`src/rtl/des_output_serializer_if.sv`:
```
// Byte-wide valid/ready link from the DES output serializer to the USB TX path.
interface des_output_serializer_if;
  logic [7:0] tx_data;
  logic       tx_valid;
  logic       tx_ready;
  logic       tx_last;

  modport master (
    output tx_data,
    output tx_valid,
    output tx_last,
    input  tx_ready
  );

  modport slave (
    input  tx_data,
    input  tx_valid,
    input  tx_last,
    output tx_ready
  );
endinterface

```
`src/rtl/des_output_serializer.sv`:
```
// Captures a DES result block on data_out_i and streams it MSB byte first over tx.
// Optional macro DES_OUT_STATS_EN adds blk_count_o, a wrapping count of blocks fully sent.
module des_output_serializer #(
  parameter int BLOCK_W = 64
) (
  input  logic                      clk,
  input  logic                      rst,
  input  logic                      data_out_i,
  input  logic [BLOCK_W-1:0]        des_result_i,
  des_output_serializer_if.master   tx,
  output logic                      empty_o
`ifdef DES_OUT_STATS_EN
  ,
  output logic [15:0]               blk_count_o
`endif
);
  localparam int NUM_BYTES = BLOCK_W / 8;
  localparam int CNT_W     = (NUM_BYTES > 1) ? $clog2(NUM_BYTES) : 1;
  localparam logic [CNT_W-1:0] LAST_CNT = CNT_W'(NUM_BYTES - 1);
  localparam logic [CNT_W-1:0] CNT_ONE  = CNT_W'(1);

  typedef enum logic [1:0] {
    IDLE = 2'd0,
    SEND = 2'd1,
    DONE = 2'd2
  } state_e;

  state_e             state_q;
  logic [BLOCK_W-1:0] shreg_q;
  logic [BLOCK_W-1:0] shreg_shift_d;
  logic [CNT_W-1:0]   cnt_q;
  logic               tx_valid_q;
  logic               tx_last_q;
  logic               empty_q;
`ifdef DES_OUT_STATS_EN
  logic [15:0]        blk_count_q;
`endif

  // The byte on the link is always the top byte of the shift register, so tx_data is a pure register output.
  assign shreg_shift_d = shreg_q << 4'd8;
  assign tx.tx_data    = shreg_q[BLOCK_W-1 -: 8];
  assign tx.tx_valid   = tx_valid_q;
  assign tx.tx_last    = tx_last_q;
  assign empty_o       = empty_q;
`ifdef DES_OUT_STATS_EN
  assign blk_count_o   = blk_count_q;
`endif

  // Serializer FSM with all link and controller-facing outputs registered.
  always_ff @(posedge clk) begin
    if (rst) begin
      state_q     <= IDLE;
      shreg_q     <= {BLOCK_W{1'b0}};
      cnt_q       <= {CNT_W{1'b0}};
      tx_valid_q  <= 1'b0;
      tx_last_q   <= 1'b0;
      empty_q     <= 1'b1;
`ifdef DES_OUT_STATS_EN
      blk_count_q <= 16'd0;
`endif
    end else begin
      case (state_q)
        IDLE: begin
          if (data_out_i) begin
            shreg_q    <= des_result_i;
            cnt_q      <= {CNT_W{1'b0}};
            tx_valid_q <= 1'b1;
            tx_last_q  <= (NUM_BYTES == 1);
            empty_q    <= 1'b0;
            state_q    <= SEND;
          end
        end
        SEND: begin
          if (tx_valid_q && tx.tx_ready) begin
            // The final shift also clears the register, so tx_data idles at zero.
            shreg_q <= shreg_shift_d;
            if (cnt_q == LAST_CNT) begin
              tx_valid_q  <= 1'b0;
              tx_last_q   <= 1'b0;
              empty_q     <= 1'b1;
              state_q     <= DONE;
`ifdef DES_OUT_STATS_EN
              blk_count_q <= blk_count_q + 16'd1;
`endif
            end else begin
              cnt_q     <= cnt_q + CNT_ONE;
              tx_last_q <= ((cnt_q + CNT_ONE) == LAST_CNT);
            end
          end
        end
        DONE: begin
          // Hold off until the controller drops data_out so the same block is not recaptured.
          if (!data_out_i) begin
            state_q <= IDLE;
          end
        end
        default: begin
          state_q    <= IDLE;
          tx_valid_q <= 1'b0;
          tx_last_q  <= 1'b0;
          empty_q    <= 1'b1;
        end
      endcase
    end
  end
endmodule

```
`src/flat_wrapper.sv`:
```
// flat-port wrapper written by rule: the top's interface ports become plain ports
module des_output_serializer_flat 
#(
  parameter int BLOCK_W = 64
)
  (clk, rst, data_out_i, des_result_i, empty_o, tx_tx_data, tx_tx_valid, tx_tx_last, tx_tx_ready);
  des_output_serializer_if tx_i ();
  input  logic clk;
  input  logic rst;
  input  logic data_out_i;
  input  logic [BLOCK_W-1:0] des_result_i;
  output logic empty_o;
  output wire logic [$bits(tx_i.tx_data)-1:0] tx_tx_data;
  output wire logic [$bits(tx_i.tx_valid)-1:0] tx_tx_valid;
  output wire logic [$bits(tx_i.tx_last)-1:0] tx_tx_last;
  input wire logic [$bits(tx_i.tx_ready)-1:0] tx_tx_ready;
  assign tx_tx_data = tx_i.tx_data;
  assign tx_tx_valid = tx_i.tx_valid;
  assign tx_tx_last = tx_i.tx_last;
  assign tx_i.tx_ready = tx_tx_ready;
  des_output_serializer #(.BLOCK_W(BLOCK_W)) u_core (.clk(clk), .rst(rst), .data_out_i(data_out_i), .des_result_i(des_result_i), .tx(tx_i), .empty_o(empty_o));
endmodule
```
`config.mk`:
```
export PLATFORM = sky130hd
export DESIGN_NAME = des_output_serializer_flat
export DESIGN_NICKNAME = d
export VERILOG_FILES = /design/src/rtl/des_output_serializer_if.sv /design/src/rtl/des_output_serializer.sv /design/src/flat_wrapper.sv
export SDC_FILE = /design/constraint.sdc
export NUM_CORES = 1
export LEC_CHECK = 0
export BUFFER_PORTS_ARGS = -buffer_cell sky130_fd_sc_hd__buf_2
export CORE_MARGIN = 2
export CORE_UTILIZATION = 55
export CTS_CLUSTER_SIZE = 40
export DETAILED_ROUTE_END_ITERATION = 10
export PLACE_DENSITY_LB_ADDON = 0.05
export SYNTH_ARGS = -nofsm -noshare
export SYNTH_HDL_FRONTEND = slang
export SYNTH_SLANG_ARGS = --single-unit
```
`constraint.sdc`:
```
create_clock -name clk -period 3.4 [get_ports clk]
set_clock_uncertainty 0.15 [all_clocks]
set_input_delay 1.02 -clock clk [delete_from_list [all_inputs] [get_ports clk]]
set_output_delay 1.02 -clock clk [all_outputs]
set_load 0.01 [all_outputs]
```
Yosys cells after proc, flatten, opt, wreduce, memory -nomap -nowiden
Index checks and enable logic that the tools add are counted.
{"block": "word_totals", "register_bits": 72, "in_bits": 68, "output_inout_bits": 11, "wordCells": 48}
{"block": "classes", "addsub": 1, "eq_ne": 9, "muxes": 23, "bitwise_logic": 1, "n_reduce_logical": 8}
{"operator": "64-bit 2-to-1 mux", "count": 2}
{"operator": "64-bit case mux with 2 select lines", "count": 1}
{"operator": "4-bit AND reduction", "count": 3}
{"operator": "3-bit 2-to-1 mux", "count": 3}
{"operator": "1-bit case mux with 3 select lines", "count": 3}
{"operator": "1-bit 2-to-1 mux", "count": 8}
{"operator": "2-bit 2-to-1 mux", "count": 4}
{"operator": "3-bit == test (second input constant)", "count": 2}
{"operator": "2-bit != test (second input constant)", "count": 3}
{"operator": "2-bit case mux with 3 select lines", "count": 1}
{"operator": "3-bit case mux with 2 select lines", "count": 1}
{"operator": "3-bit AND reduction", "count": 2}
{"operator": "2-bit by 1-bit != test with 1-bit output (second input constant)", "count": 2}
{"operator": "3-bit by 1-bit adder with 3-bit output (second input constant)", "count": 1}
{"operator": "2-bit by 1-bit == test with 1-bit output (second input constant)", "count": 1}
{"operator": "2-bit == test (second input constant)", "count": 1}
{"operator": "2-bit logical NOT", "count": 1}
{"operator": "2-bit nonzero test", "count": 1}
{"operator": "1-bit logical AND", "count": 1}
{"operator": "1-bit inverter", "count": 1}

Longest topological paths before layout
{"block": "depth", "ltp_word": 5, "mapped_depth": 6, "ltp_nobuf": 5}

Worst setup path after synthesis
No wires, ideal clock.
{"block": "synth_path", "path_type": "input to register", "start": "input port tx_tx_ready", "end": "register u_core.shreg_q[10]", "setup_ps": 81, "arrival_ps": 1939, "required_ps": 3169, "path_slack_ps": 1230, "stages": 5, "n_path_buf": 2, "cell_sequence": "and4b_1 -> or2_1 -> buf_4 -> buf_6 -> a211oi_2"}
{"block": "synth_between", "elab_chain_cells": 3}
{"item": "from (decl)", "line_no": "flat_wrapper.sv:16", "rtl": "input wire logic [$bits(tx_i.tx_ready)-1:0] tx_tx_ready;"}
{"item": "1-bit logical AND", "line_no": "des_output_serializer.sv:74", "rtl": "if (tx_valid_q && tx.tx_ready) begin"}
{"item": "2-bit by 1-bit != test with 1-bit output (no line)"}
{"item": "3-bit AND reduction (no line)"}
{"item": "to (signal assigned)", "line_no": "des_output_serializer.sv:53", "rtl": "shreg_q <= {BLOCK_W{1'b0}};"}
{"item": "to (signal assigned)", "line_no": "des_output_serializer.sv:65", "rtl": "shreg_q <= des_result_i;"}
{"item": "to (signal assigned)", "line_no": "des_output_serializer.sv:76", "rtl": "shreg_q <= shreg_shift_d;"}
{"item": "to (decl)", "line_no": "des_output_serializer.sv:29", "rtl": "logic [BLOCK_W-1:0] shreg_q;"}
No other way between the ends.
A chain may end at the register's enable or synchronous reset.

Worst setup path after layout
{"block": "layout_path", "start": "input port tx_tx_ready", "end": "register u_core.shreg_q[43]"}
Same word-level chain as after synthesis.

==> results.md <==
- Of all nets on the critical path, the largest fanout is 30.
- Counting buffers and inverters, the worst setup path is 5 cells deep.
- Counting every sink on the clock net gives 72.
- Setup violations remaining at the end of the flow were counted as 0.
- The capturing element type of the critical path is a flop.
- The via count of the first global-routing pass is 2593.
- The kind of critical path is input port to flop.
- After detailed routing, the average wire length per cell comes to 16.6 µm.
- The dominant cell by count in the synthesized netlist is sky130_fd_sc_hd__dfxtp_1.
- The worst slew margin relative to its limit is 53.1%.
- Global routing consumed, over all layers together, 21.9% of the routing resources.
- Synthesis handed over a netlist of 330 instances.
- The main flop type after synthesis is sky130_fd_sc_hd__dfxtp_1.
- The sum of overflow across all layers after global routing is 0.
- The x dimension of the die is 84.1 µm.
- Once detail routing completed, the nets flagged for antenna violations numbered 0.
- The detailed-placement wirelength estimate is 5.04 mm.
- Global routing used 31.5% of the available met1 tracks.
- For the worst setup path, the data arrival time is 2480 ps.
- STA puts the critical path data required time at 3500 ps.
- In this run the worst setup path terminates at u_core.shreg_q[43].
- The clock transition at the registers of the reported paths is 80 ps.
- The endpoint of the worst register-to-register path is u_core.shreg_q[35].
- For this design the static power due to leakage is 1.65 nW.
- The initial antenna violation count is 0.
- The worst-case IR drop observed on VDD is 0.291 mV.
- Setup repair after global routing left no endpoint under its margin.
- The internal power component is 1.63 mW.
- In this run the tool buffered the top-level ports with 78 buffer cells.
- The number of iterations in the first detailed-routing pass is 4.
- After synthesis, the share of flip-flops with an asynchronous set or reset is 0%.
- The tree is rooted in a sky130_fd_sc_hd__clkbuf_8.
- For the worst flop-to-flop path, the logic depth is 4.
- The Yosys step of the flow raised 0 warnings.
- By count the netlist is led by sky130_fd_sc_hd__dfxtp_1, sky130_fd_sc_hd__mux2i_1, sky130_fd_sc_hd__nor3_1.
- The power per cell area is 532 nW/µm².
- Using the TritonRoute via totals, the vias-per-cell ratio works out to 5.86.
- The clock tree synthesis step divided the H-tree into 3 levels.
- The via total after detailed routing is 2730.
- The transition time of the tightest slew-check pin is 704 ps.
- The synthesized area is 3530 µm².
- By area the synthesized netlist is led by sky130_fd_sc_hd__dfxtp_1, sky130_fd_sc_hd__mux2i_1, sky130_fd_sc_hd__a211oi_2.
- In this run the biggest area consumer among cell types represents 40.8% of the synthesized area.
- The run finished with clean final reports.
- The worst path needs 2380 ps of the cycle, external delays included.
- The clock network latency to the later pin of the worst-skew pair is 340 ps.
- The net switching fraction of the power is 25.1%.
- The critical register-to-register path startpoint is u_core.state_q[0].
- The area of the die is 7070 µm².
- The first routing iteration left 168 violations.
- At the end of routability-driven placement, the weighted congestion stood at 0.731.
- Summed over all instances, the cell type with the most area after synthesis is sky130_fd_sc_hd__dfxtp_1.
- The sequential fraction of the synthesis area is 40.8%.
- The cell with the largest stage delay on the worst path is sky130_fd_sc_hd__or2_2.
- In the global route stage, met3 resource usage came out at 3.86%.
- Per report_power, the clock group accounts for 39.7% of the total.
- Static timing analysis puts the maximum clock frequency at 0.420 GHz.
- For this block, the routed nets add up to 7.75 mm of wire.
- For flop-to-flop paths, the worst setup slack is 1080 ps.
- Global routing consumed, on the met2 layer, 33.1% of the routing resources.
- The floorplan step defined a core boundary enclosing 6280 µm².
- The delay of the slowest critical-path stage is 570 ps.
- Buffers inserted during clock tree synthesis total 9.
- The total nets after synthesis is 401.
- The total negative slack for setup checks is 0 ps.
- In this run the most critical hold path is launched from u_core.shreg_q[4].
- For this run, the post-layout net count is 455.
- The wire length of the first global-routing pass is 12.5 mm.
- The signal on the critical path passes through buf_2 -> and4b_2 -> or2_2 -> buf_12 -> a211oi_1.
- For this design the total switching power over the nets is 0.545 mW.
- Entering global routing, the biggest net connects 60 pins.
- Cells fill 65.0% of the core in the end.
- Gates resized during post-CTS repair numbered 0.
- STA classifies the critical path startpoint as an input port.
- The CTS tree is yes.
- The flip-flop and latch count after synthesis is 72.
- The count of different cell masters after synthesis is 34.
- The number of antenna diodes in the final layout is 0.
- The critical path starts at tx_tx_ready.
- Counting along the longest clock path gives a buffer depth of 2.
- In the routed design, unresolved DRC markers number 0.
- The final hold violation count came to 0.
- The post-route clock period utilization is 70.0%.
- Pin placement for this block handled 79 I/O pins.
- Buffers added to address setup during post-CTS repair amount to 0.
- The sequential power share is 44.5%.
- In this run the most used layer during global routing was met2.
- Once the floorplan was initialized, standard cells occupied 56.2% of the core.
- The tightest min-delay check is of the flop to flop type.
- The post-route netlist has 38.0% of its cells at a drive strength greater than 1.
- The total count of max-transition violations in the final report is 0.
- The overall die height is 84.1 µm.
- The combinational fraction of design power is 15.8%.
- Compared with the post-synthesis result, the final layout area differs by 15.6%.
- Counting both buffers and inverters, the worst setup path holds a total of 2.
- On the critical path the largest part of the delay comes from simple AND/OR/NAND/NOR gates.
- Across the run, the number of max-cap violations was 0.
- In this run, synthesis inferred 0 flip-flops with an integrated enable.
- The count of standard-cell rows is 29.
- In this run, post-CTS hold repair placed 0 buffers.
- The mean area per synthesized cell is 10.7 µm².
==> flip-flops by register name, summed over array words and instances (netlist names) <==
name	cells
u_core.tx.tx_valid	1
u_core.cnt_q	3
u_core.shreg_q	64
u_core.tx.tx_last	1
u_core.empty_o	1
u_core.state_q	2
==> worst min path at each step <==
stage               slack (ps)           endpoint  cells after the start
global route               340  u_core.shreg_q[4]                      1
finish                     330  u_core.shreg_q[4]                      1
global placement           310  u_core.shreg_q[1]                      1
floorplan                  290  u_core.shreg_q[0]                      1
detailed placement         310  u_core.shreg_q[2]                      1
CTS                        330  u_core.shreg_q[6]                      1
==> layout make-up <==
cell class | instances | area (µm²)
Fill cell | 529 | 2200
Clock buffer | 11 | 163
Sequential cell | 72 | 1450
Tap cell | 77 | 96.3
Inverter | 2 | 7.51
Timing Repair Buffer | 84 | 448
Multi-Input combinational cell | 215 | 1820
Clock inverter | 5 | 100
==> stage by stage <==
stage	instances	cell area, µm²	setup slack, ps	hold WS, ps	power, mW
6_report	466	4080	1020	333	2.17
5_1_grt	466	4080	947	342	2.26
2_1_floorplan	330	3530	1230	292	1.25
4_1_cts	466	4080	1020	332	2.19
3_3_place_gp	450	3820	704	306	1.32
3_5_place_dp	450	3820	661	310	1.33
==> cell usage in the layout, fill, tap and decap left out, types with 3 or more instances in the layout <==
master,instances
sky130_fd_sc_hd__buf_4,5
sky130_fd_sc_hd__mux2i_1,57
sky130_fd_sc_hd__ha_1,3
sky130_fd_sc_hd__a211oi_1,16
sky130_fd_sc_hd__a211oi_2,40
sky130_fd_sc_hd__nand2_1,3
sky130_fd_sc_hd__clkbuf_8,10
sky130_fd_sc_hd__nand2b_1,4
sky130_fd_sc_hd__bufinv_16,3
sky130_fd_sc_hd__buf_2,78
sky130_fd_sc_hd__nor3_1,56
sky130_fd_sc_hd__a21oi_1,4
sky130_fd_sc_hd__dfxtp_1,71
sky130_fd_sc_hd__a22o_1,8
==> cells by family (layout without fill, tap and decap cells) <==
logic type	Yosys count	in the layout	synth area share, %
and+or+nand+nor	79	79	12.4
AOI/OAI and AO/OA	75	75	21.6
DFF	72	72	40.8
muxes	58	58	16.5
buffers and inverters	43	102	7.62
adders and majority gates	3	3	1.06
==> metal layers <==
metal | vias to the layer above | share of wire (%)
met1 | 1300 | 47
met4 | 0 | 1.1
met5 | - | 0
met3 | 9 | 5.2
li1 | 1350 | -
met2 | 71 | 46
==> power groups by stage <==
stage | Clock, mW | Combinational, mW | Sequential, mW
after floorplan | 0 | 0.286 | 0.963
final | 0.861 | 0.344 | 0.966
after global placement | 0 | 0.340 | 0.982
after global routing | 0.911 | 0.376 | 0.975
after CTS | 0.877 | 0.347 | 0.965
after detailed placement | 0 | 0.346 | 0.985
(Power assumes the default switching activity.)
